### config.mk
export PLATFORM = sky130hd
export DESIGN_NAME = rsa_timing_probe
export DESIGN_NICKNAME = d
export VERILOG_FILES = /design/src/rtl/rsa_timing_probe.sv
export SDC_FILE = /design/constraint.sdc
export NUM_CORES = 1
export LEC_CHECK = 0
export CORE_MARGIN = 1
export CORE_UTILIZATION = 45
export DETAILED_ROUTE_END_ITERATION = 7
export PLACE_DENSITY_LB_ADDON = 0.05
export SLEW_MARGIN = 30
export SYNTH_ARGS = -nofsm -noshare
export SYNTH_HDL_FRONTEND = slang
export SYNTH_SLANG_ARGS = --single-unit
export TNS_END_PERCENT = 30
### constraint.sdc
create_clock -name clk -period 3.5 [get_ports clk]
set_input_delay 0.35 -clock clk [delete_from_list [all_inputs] [get_ports clk]]
set_output_delay 0.35 -clock clk [all_outputs]
set_load 0.005 [all_outputs]
### src/rtl/rsa_timing_probe.sv
// rsa_timing_probe: measures start-to-finish latency of each RSA decrypt and queues
// {latency, ciphertext tag, saturated} samples in a small FIFO for a valid/ready reader.
module rsa_timing_probe #(
  parameter int CNT_WIDTH  = 16,
  parameter int TAG_WIDTH  = 16,
  parameter int DEPTH_LOG2 = 2
) (
  input  logic                 clk,
  input  logic                 rst,
  input  logic                 clr,
  input  logic                 start,
  input  logic                 finish,
  input  logic [TAG_WIDTH-1:0] tag,
  output logic                 rd_valid,
  input  logic                 rd_ready,
  output logic [CNT_WIDTH-1:0] rd_count,
  output logic [TAG_WIDTH-1:0] rd_tag,
  output logic                 rd_sat,
  output logic                 busy,
  output logic [7:0]           drop_cnt,
  output logic                 seq_err
);
  localparam int DEPTH = 1 << DEPTH_LOG2;
  localparam int EW    = CNT_WIDTH + TAG_WIDTH + 1;
  typedef enum logic {IDLE, MEASURE} state_t;
  state_t                state_q, state_d;
  logic [CNT_WIDTH-1:0]  cnt_q, cnt_d;
  logic [TAG_WIDTH-1:0]  tag_q, tag_d;
  logic                  sat_q, sat_d;
  logic                  seq_q, seq_d;
  logic [7:0]            drop_q, drop_d;
  logic [DEPTH_LOG2:0]   wr_q, wr_d, rd_q, rd_d;
  logic [EW-1:0]         mem_q [DEPTH];
  logic [EW-1:0]         mem_d [DEPTH];
  logic                  empty, full, push, pop;
  logic [EW-1:0]         head;
  assign empty = wr_q == rd_q;
  assign full  = (wr_q[DEPTH_LOG2] != rd_q[DEPTH_LOG2]) &&
                 (wr_q[DEPTH_LOG2-1:0] == rd_q[DEPTH_LOG2-1:0]);
  assign push  = (state_q == MEASURE) && finish;
  assign pop   = !empty && rd_ready;
  // Head is masked while empty so stale entries never leak onto the read port.
  assign head     = empty ? '0 : mem_q[rd_q[DEPTH_LOG2-1:0]];
  assign rd_valid = !empty;
  assign rd_count = head[EW-1 -: CNT_WIDTH];
  assign rd_tag   = head[TAG_WIDTH:1];
  assign rd_sat   = head[0];
  assign busy     = state_q == MEASURE;
  assign drop_cnt = drop_q;
  assign seq_err  = seq_q;
  always_comb begin
    state_d = state_q;
    cnt_d   = cnt_q;
    tag_d   = tag_q;
    sat_d   = sat_q;
    seq_d   = seq_q;
    drop_d  = drop_q;
    mem_d   = mem_q;
    wr_d    = wr_q;
    rd_d    = rd_q + (DEPTH_LOG2+1)'(pop);
    if (state_q == IDLE) begin
      seq_d = seq_q | finish;
      if (start) begin
        state_d = MEASURE;
        cnt_d   = CNT_WIDTH'(1);
        tag_d   = tag;
        sat_d   = 1'b0;
      end
    end else if (finish) begin
      state_d = start ? MEASURE : IDLE;
      cnt_d   = start ? CNT_WIDTH'(1) : cnt_q;
      tag_d   = start ? tag : tag_q;
      sat_d   = start ? 1'b0 : sat_q;
    end else begin
      cnt_d = &cnt_q ? cnt_q : cnt_q + CNT_WIDTH'(1);
      sat_d = sat_q | (&cnt_q);
      seq_d = seq_q | start;
    end
    // A simultaneous pop frees the slot, so a push into a full FIFO still lands.
    if (push && (!full || pop)) begin
      mem_d[wr_q[DEPTH_LOG2-1:0]] = {cnt_q, tag_q, sat_q};
      wr_d = wr_q + (DEPTH_LOG2+1)'(1);
    end else if (push) begin
      drop_d = drop_q + 8'(drop_q != 8'hff);
    end
    if (clr) begin
      state_d = IDLE;
      cnt_d   = '0;
      tag_d   = '0;
      sat_d   = 1'b0;
      seq_d   = 1'b0;
      drop_d  = '0;
      wr_d    = '0;
      rd_d    = '0;
    end
  end
  always_ff @(posedge clk or posedge rst) begin
    if (rst) begin
      state_q <= IDLE;
      cnt_q   <= '0;
      tag_q   <= '0;
      sat_q   <= 1'b0;
      seq_q   <= 1'b0;
      drop_q  <= '0;
      wr_q    <= '0;
      rd_q    <= '0;
    end else begin
      state_q <= state_d;
      cnt_q   <= cnt_d;
      tag_q   <= tag_d;
      sat_q   <= sat_d;
      seq_q   <= seq_d;
      drop_q  <= drop_d;
      wr_q    <= wr_d;
      rd_q    <= rd_d;
    end
  end
  always_ff @(posedge clk) mem_q <= mem_d;
endmodule

==> flow_summary.toml, run 1 <==
[critical_path]
cp_max_fo = 23
worstPathCellList = "buf_12 -> mux4_2 -> nor2b_1 -> clkdlybuf4s50_1"
reg2reg_from = "busy$_DFF_PP0_"
max_stage_delay_ns = 0.68
r2r-end = "mem_q[82]$_DFFE_PP_"
cp-end-kind = "output port"
critPathKind = "flop to output port"
startpoint_type = "flop"
r2r_setup_slack_ns = 1.06
cp-startpoint = "rd_q[0]$_DFF_PP0_"
critPathSlowestCell = "dfrtp_2"
worst-path-buf-inv = 2
reg2regPathDepth = 4
cp.arrival_ns = 2.55
crit_family = "buffers and inverters"
crit_required_ns = 3.15

[drt]
drt_iter0_markers = 330
drc = 0
vias = 4432
detail_route.first_pass.iterations = 4
post_drt_wl_per_cell_um = 18.7
ant_nets = 0
viasPerCell = 5.47
wirelength_mm = 15.2

[synthesis]
synth_top_area_cell = "edfxtp_1"
post_synth.cell_area_avg_um2 = 15.3
synth_ff_type = "edfxtp_1"
synth.area.mux_share_pct = 10.2
ys_seq_elements = 181
netlist.area_leader.share_pct = 51.4
ys_types = 63
synthArstFlopShare_pct = 27.1
synth_top_family_by_area = "simple AND/OR/NAND/NOR gates"
synthesis.area_um2 = 7710
synthAdderAreaFrac_pct = 1.46
synth_compound_area_share_pct = 6.01
synth_xor_area_share_pct = 0.763
ys_warn_count = 0
synth.area.top_cells = "edfxtp_1 51%, dfrtp_1 16%, mux4_2 9.6%, nor2b_1 3.0%, nand2_1 2.2%"
synth_simple_gate_area_share_pct = 12.0
synth_edf_count = 132
syn_inst = 505
synth_nets = 536
yosysSeqAreaShare_pct = 67.3

[place]
port-buffer-count = 65
gp_congestion = 0.797
postPlaceCellArea_um2 = 8620
post-place-cells = 778
dp_hpwl_mm = 9.22

[clock_tree]
cts_buffer_depth = 2
holdBufCountCts = 0
clk_pin_slew_ns = 0.06
cts_tree = "yes"
postCtsSetupRepairBufs = 0
clk_latency_ns = 0.43
cts_resized = 0
cts_buffers = 17
cts_max_level = 4
cts.sink_count = 181
root_buffer = "clkbuf_16"

[sta]
rsz0062_at_grt = "no"
finalSetupTns_ns = 0
worst_pin_slew_ns = 0.723
hold_viol = 0
slew_headroom_pct = 51.7
slew_violations = 0
setup_viol = 0
period_share_pct = 83.0
fmax_mhz = 344
skew_ns = 0.0104
period_minus_slack_ns = 2.90

[floorplan]
io_pins = 66
core_region_area_um2 = 16600
rows = 47
die_h_um = 133
start_util_pct = 46.3
die_area_um2 = 17700
dieWidth_um = 133

[flow_run]
cap_violations = 0

[cells_and_area]
areaGrowthSynthToFinish_pct = 18.8
utilization_pct = 55.0
antenna_cells = 0
layoutNonFillerInstCount = 810
fin_area_um2 = 9160
nNetsFinal = 608
drive_gt1_share_pct = 16.8

[grt]
gr-total-overflow = 0
grt_pass1_wl_mm = 24.5
grt_pass1_vias = 4495
grt_use_total_pct = 18.6
antenna_found_initial = 0
grt_max_degree = 53

[worst_hold_path]
holdPathStages = 4
min_to = "wr_q[2]$_DFFE_PP0P_"
hp-start = "clr"
hp-class = "input port to flop"

[power_and_ir_drop]
power.density_nw_per_um2 = 501
irDropWorstVdd_mv = 0.357
p_leak_nw = 3.25

[run_status]
status = "complete, no violations"
==> state kept, by name, summed over array words and instances (netlist names) <==
| name | flops |
|---|---|
| mem_q | 132 |
| cnt_q | 16 |
| tag_q | 16 |
| drop_cnt | 8 |
| rd_q | 3 |
| wr_q | 3 |
| busy | 1 |
| sat_q | 1 |
| seq_err | 1 |
==> synth_stat cells, types with 3 or more instances <==
cell type and number:
nand3_1 8, o21ai_0 7, dfrtp_1 49, nor4_1 7, nand4_1 4, nor2b_1 37, or4_1 4, a21oi_1 31
mux2_2 3, inv_1 14, or2_2 3, and3_1 3, edfxtp_1 132, nor4b_1 4, clkbuf_1 15, a211oi_1 4
nand2_1 46, nor3_1 6, and4_1 3, and2_1 6, buf_2 7, nand2b_1 3, ha_1 9, a31oi_1 4
nor2_1 20, mux4_2 33
==> stage by stage <==
step,setup WS [ns],power [mW],hold slack (ns)
2_1_floorplan,1.06,2.68,0.476
3_3_place_gp,0.686,2.92,0.505
3_5_place_dp,0.606,2.93,0.514
4_1_cts,0.509,4.65,0.336
5_1_grt,0.404,4.77,0.400
6_report,0.595,4.59,0.339
==> worst max path at each step <==
stage / to / cells after the start
after CTS: rd_count[11] / 4
final: rd_count[9] / 4
after global placement: mem_q[81]$_DFFE_PP_ / 5
after detailed placement: mem_q[81]$_DFFE_PP_ / 5
after floorplan: mem_q[0]$_DFFE_PP_ / 4
after global routing: rd_count[9] / 4
==> where the power goes <==
group | leakage [nW] | internal (mW) | switching, mW
Sequential | 1.97 | 2.33 | 0.0419
Clock | 0.254 | 0.918 | 0.805
Combinational | 1.03 | 0.279 | 0.211
Total | 3.25 | 3.53 | 1.06
==> cells in the final DEF (no fill, tap or decap), drive strengths merged, types with 2 or more instances in the layout <==
cell type,instances
a211oi,4
a21oi,31
a31oi,4
and2,6
and3,3
and4,3
buf,14
clkbuf,19
clkdlybuf4s50,64
clkinv,5
clkinvlp,4
dfrtp,49
edfxtp,132
ha,9
inv,18
mux2,3
mux4,33
nand2,46
nand2b,3
nand3,11
nand4,5
nor2,20
nor2b,37
nor3,7
nor4,7
nor4b,4
o211ai,2
o21ai,8
o311ai,2
o31ai,2
o41ai,2
or2,3
or4,5
xnor2,4
==> kinds of logic after synthesis <==
group | count (synthesis)
fa+ha+maj | 9
xor+xnor | 5
flops | 181
compound gates | 70
mux | 37
buf+inv | 39
simple gates | 164
==> cell type report <==
| cell class | count | area [um2] |
|---|---|---|
| flip-flops and latches | 181 | 5190 |
| repair buffers | 78 | 756 |
| clock buffers | 19 | 433 |
| multi-input cells | 285 | 2350 |
| clock inverters | 13 | 103 |
| fillers | 1342 | 7490 |
| inverters | 14 | 52.6 |
| well taps | 220 | 275 |
==> worst reg2reg max path, delay by kind of cell, from the launching register on <==
| family | cells | cell delay (ns) |
|---|---|---|
| DFF | 1 | 0.51 |
| AOI/OAI and AO/OA | 1 | 0.58 |
| and+or+nand+nor | 2 | 0.53 |
| buffers and inverters | 1 | 0.43 |
==> routing by layer <==
metal / vias to the layer above / wire length, um / part of all wire (%) / global-route usage, %
met2: 101 / 7450 / 49 / 30.4
met1: 2224 / 6990 / 46 / 24.8
li1: 2089 / - / - / -
met4: 0 / 189 / 1.2 / 5.62
met5: - / 0 / 0 / 0
met3: 18 / 548 / 3.6 / 4.21
No activity file was read; power rests on OpenSTA's default activity.
==> run 2, diff against run 1 <==
clock period = 3 ns   (was 3.5 ns; I/O delays follow)
==> run 2 against run 1 <==
  * Power increased by 21%
  * Routed wire length increased by 4.2%
  * Non-clock buffer count increased by 1
  * Clock power increased by 27%
  * Critical path depth unchanged
  * Combinational power increased by 24%
  * Core utilization increased by 0.71 points
  * Via count increased by 1.7%
==> flow_summary.toml, run 2 (synthesis results as in run 1) <==
[cells_and_area]
largest_reg_flops = 132
largest_registers = "mem_q (132), cnt_q (16), tag_q (16)"
drive_gt1_share_pct = 17.1
nNetsFinal = 609
antenna_cells = 0
max_flop_register = "mem_q"
final_cell_mix = "132 x edfxtp_1, 64 x clkdlybuf4s50_1, 48 x dfrtp_1"
areaGrowthSynthToFinish_pct = 20.3
layout_commonest_cell = "edfxtp_1"

[clock_tree]
cts.sink_count = 181
holdBufCountCts = 0
cts_resized = 0
cts_buffers = 17
cts_tree = "yes"
clk_latency_ns = 0.44
postCtsSetupRepairBufs = 0
cts_buffer_depth = 2
root_buffer = "clkbuf_16"
clk_pin_slew_ns = 0.07
cts_max_level = 4

[place]
pre_cts_ws_ns = 0.574
dp_hpwl_mm = 9.50
gp_congestion = 0.802
port-buffer-count = 65

[floorplan]
die_area_um2 = 17700
die_h_um = 133
dieWidth_um = 133
rows = 47
core_region_area_um2 = 16600
io_pins = 66
start_util_pct = 46.3

[critical_path]
startpoint_type = "flop"
max_stage_delay_ns = 0.54
r2r_setup_slack_ns = 0.73
cp-end-kind = "output port"
reg2regPathDepth = 5
reg2reg_from = "rd_q[0]$_DFF_PP0_"
worstPathCellList = "buf_4 -> mux4_2 -> nor2b_1 -> clkdlybuf4s50_1"
critPathSlowestCell = "clkdlybuf4s50_1"
critPathKind = "flop to output port"
crit_end = "rd_count[14]"
cp.arrival_ns = 2.36
cp-startpoint = "rd_q[1]$_DFF_PP0_"
crit_required_ns = 2.70
r2r-end = "drop_cnt[6]$_DFFE_PP0P_"
cp_max_fo = 34

[drt]
vias = 4509
ant_nets = 0
post_drt_wl_per_cell_um = 19.5
drc = 0
detail_route.first_pass.iterations = 4
viasPerCell = 5.56
wirelength_mm = 15.8
drt_iter0_markers = 303

[sta]
slew_headroom_pct = 54.7
fmax_mhz = 376
setup_viol = 0
finalSetupTns_ns = 0
setup_ws_ns = 0.342
hold_viol = 0
skew_ns = 0.0136
period_share_pct = 88.6
slew_violations = 0
period_minus_slack_ns = 2.66
rsz0062_at_grt = "no"
worst_pin_slew_ns = 0.673

[power_and_ir_drop]
irDropWorstVdd_mv = 0.407
power.density_nw_per_um2 = 599
p_leak_nw = 3.30

[grt]
grt_pass1_wl_mm = 25.5
grt_use_total_pct = 19.4
gr-total-overflow = 0
antenna_found_initial = 0
grt_max_degree = 36
grt_pass1_vias = 4626

[worst_hold_path]
hp-class = "input port to async pin"

[flow_run]
cap_violations = 0

[run_status]
status = "complete, no violations"
==> run 2: changes by cell type in the layout (fill, tap and decap cells not counted) <==
| cell | change |
|---|---|
| buf_12 | +5 |
| buf_4 | -4 |
| clkinv_2 | -3 |
| inv_8 | +3 |
| clkbuf_1 | -2 |
| clkinvlp_4 | -2 |
| inv_6 | +2 |
| bufinv_16 | +1 |
| clkinv_1 | +1 |
==> run 2: area by class of cell <==
class                           count  area [um2]
Fill cell                        1343        7370
Inverter                           14        52.6
Timing Repair Buffer               79         826
Sequential cell                   181        5190
Multi-Input combinational cell    285        2350
Clock inverter                     15         158
Tap cell                          220         275
Clock buffer                       17         425
==> run 2: worst min path at each step <==
stage,to,cells past startpoint
after detailed placement,mem_q[108]$_DFFE_PP_,0
after global placement,mem_q[73]$_DFFE_PP_,0
after CTS,wr_q[0]$_DFFE_PP0P_,2
after global routing,wr_q[0]$_DFFE_PP0P_,2
final,wr_q[0]$_DFFE_PP0P_,2
after floorplan,tag_q[0]$_DFFE_PP0P_,2
==> run 2: routing by layer <==
layer / vias to the layer above / share of wire, % / track usage, %
met2: 98 / 51 / 32.1
met1: 2314 / 44 / 25.6
met4: 0 / 1.3 / 6.70
met3: 14 / 4.0 / 4.10
li1: 2083 / - / -
met5: - / 0 / 0
==> run 2: report_power, final <==
part,switching (mW),internal [mW],leakage (nW)
Combinational,0.268,0.337,1.05
Sequential,0.0337,2.72,1.97
Clock,1.01,1.18,0.282
Total,1.32,4.24,3.30
==> run 2: stage by stage <==
step                hold WS (ns)  util (%)  instances  cell area [um2]  power [mW]
floorplan                  0.431         -        505             7710        3.13
global placement           0.491      52.2        779             8690        3.42
detailed placement         0.502      52.2        779             8690        3.43
CTS                        0.207      55.7        811             9270        5.62
global route               0.237      55.7        811             9270        5.78
finish                     0.199      55.7        811             9270        5.56
==> run 2: worst max-delay path, delay by kind of cell (launching register included) <==
| family | cells | cell delay, ns |
|---|---|---|
| flops | 1 | 0.39 |
| buf+inv | 2 | 1.01 |
| simple gates | 1 | 0.21 |
| mux | 1 | 0.29 |
==> run 3, diff against run 2 <==
CORE_UTILIZATION = 50   (was 45)
RECOVER_POWER = 100   (was default)
==> run 3 against run 2 <==
  * Non-clock buffer count unchanged
  * Setup slack worse by 0.036 ns
  * Combinational power is 3% lower
  * Global-route usage is 1.7 points higher
  * Design area shrank 1.9%
  * Count of clock-buffer cells in the layout increased by 6
  * Die area is 9.9% lower
  * Power decreased by 2.3%
  * Clock power shrank 5%
  * Core utilization up 4.3 points
  * Critical path depth unchanged
==> flow_summary.toml, run 3 (synthesis results as in run 1) <==
[critical_path]
worstPathCellList = "buf_12 -> mux4_2 -> nor2b_1 -> clkdlybuf4s50_1"
cp-end-kind = "output port"
cp.arrival_ns = 2.39
startpoint_type = "flop"
cp_max_fo = 29
critPathKind = "flop to output port"
critPathSlowestCell = "mux4_2"
reg2regPathDepth = 5
max_stage_delay_ns = 0.56
crit_required_ns = 2.70

[sta]
worst_pin_slew_ns = 1.37
period_share_pct = 89.8
slew_violations = 0
finalSetupTns_ns = 0
skew_ns = 0.0141
slew_headroom_pct = 8.45
fmax_mhz = 371
setup_ws_ns = 0.306
rsz0062_at_grt = "no"
hold_viol = 0
setup_viol = 0
period_minus_slack_ns = 2.69

[power_and_ir_drop]
clockPowerShare_pct = 38.2
net-switching-power_mw = 1.17
power_frac_seq_pct = 51.0
power.share.switching_pct = 21.6
combPwrFrac_pct = 10.8
p_int_mw = 4.25
power.density_nw_per_um2 = 597
irDropWorstVdd_mv = 0.405
p_leak_nw = 3.27

[cells_and_area]
nNetsFinal = 609
utilization_pct = 60.0
final_cell_mix = "132 x edfxtp_1, 53 x clkdlybuf4s50_1, 48 x dfrtp_1"
antenna_cells = 0
layout_commonest_cell = "edfxtp_1"
max_flop_register = "mem_q"
drive_gt1_share_pct = 14.7
largest_reg_flops = 132
areaGrowthSynthToFinish_pct = 18.0
largest_registers = "mem_q (132), cnt_q (16), tag_q (16)"
layoutNonFillerInstCount = 779

[place]
dp_hpwl_mm = 9.35
post-place-cells = 747
port-buffer-count = 65
pre_cts_ws_ns = 0.617
gp_congestion = 0.787

[grt]
grt_use_total_pct = 21.1
grt_pass1_wl_mm = 24.8
grt_pass1_vias = 4613
antenna_found_initial = 0
gr-total-overflow = 0
grt_max_degree = 49

[drt]
vias = 4508
drc = 0
ant_nets = 0
detail_route.first_pass.iterations = 5
drt_iter0_markers = 196
post_drt_wl_per_cell_um = 19.8
viasPerCell = 5.79
wirelength_mm = 15.4

[clock_tree]
cts_resized = 0
clk_latency_ns = 0.43
holdBufCountCts = 0
cts_buffer_depth = 2
clk_pin_slew_ns = 0.06
cts.sink_count = 181
postCtsSetupRepairBufs = 0
cts_max_level = 4
root_buffer = "clkbuf_16"
cts_tree = "yes"
cts_buffers = 17

[floorplan]
core_region_area_um2 = 15100
die_h_um = 126
start_util_pct = 50.9
dieWidth_um = 126
io_pins = 66
die_area_um2 = 15900
rows = 45

[worst_hold_path]
hp-class = "input port to async pin"

[flow_run]
cap_violations = 0

[run_status]
status = "complete, no violations"
==> run 3: changes by cell type in the layout (fill, tap and decap cells not counted), moves of 2 or more <==
cell	previous run	this run
dlygate4sd3_1	0	11
inv_8	5	0
clkbuf_8	0	3
buf_4	8	3
buf_12	6	2
clkbuf_2	0	6
clkinv_2	0	2
clkbuf_1	0	6
inv_6	4	0
clkinvlp_4	2	4
clkdlybuf4s50_1	64	53
clkinv_4	2	0
==> run 3: through the flow <==
step | area (um2) | power [mW] | hold WS, ns
after floorplan | 7710 | 3.13 | 0.431
after global placement | 8650 | 3.42 | 0.488
after detailed placement | 8650 | 3.43 | 0.497
after CTS | 9210 | 5.49 | 0.0522
after global routing | 9090 | 5.62 | 0.166
final | 9090 | 5.43 | 0.182
==> run 3: critical path: cells and delay by family (launching register included) <==
family	cells	cell delay, ns
simple gates	1	0.15
mux	1	0.56
flops	1	0.51
buf+inv	2	0.74
==> run 3: final cells by class <==
class,count,area (um2)
inverters,14,52.6
multi-input cells,285,2310
fillers,1179,6050
clock buffers,23,478
flip-flops and latches,181,5190
repair buffers,79,749
well taps,188,235
clock inverters,9,77.6
==> run 3: path summary, 6_finish.rpt <==
kind	start	to	slack, ns
setup / recovery	rd_q[0]$_DFF_PP0_	rd_count[12]	0.31
hold / removal	rst	tag_q[13]$_DFFE_PP0P_	0.18
setup reg to reg	busy$_DFF_PP0_	mem_q[78]$_DFFE_PP_	0.31
hold reg to reg	tag_q[15]$_DFFE_PP0P_	mem_q[16]$_DFFE_PP_	0.51
max in group asynchronous	rst	rd_q[0]$_DFF_PP0_	1.22
min in group clk	tag[5]	tag_q[5]$_DFFE_PP0P_	0.42
==> run 3: power groups by stage <==
stage | registers, mW | logic, mW | clock network [mW]
6_report | 2.77 | 0.586 | 2.08
5_1_grt | 2.77 | 0.637 | 2.21
4_1_cts | 2.77 | 0.611 | 2.12
3_5_place_dp | 2.82 | 0.610 | 0
3_3_place_gp | 2.81 | 0.607 | 0
2_1_floorplan | 2.80 | 0.328 | 0
==> run 3: routing by layer <==
metal	vias up	track usage, %	part of all wire [%]
met5	-	0	0
met4	0	6.59	0.82
met3	10	4.76	3.9
met2	99	35.0	50
met1	2318	28.0	45
li1	2081	-	-
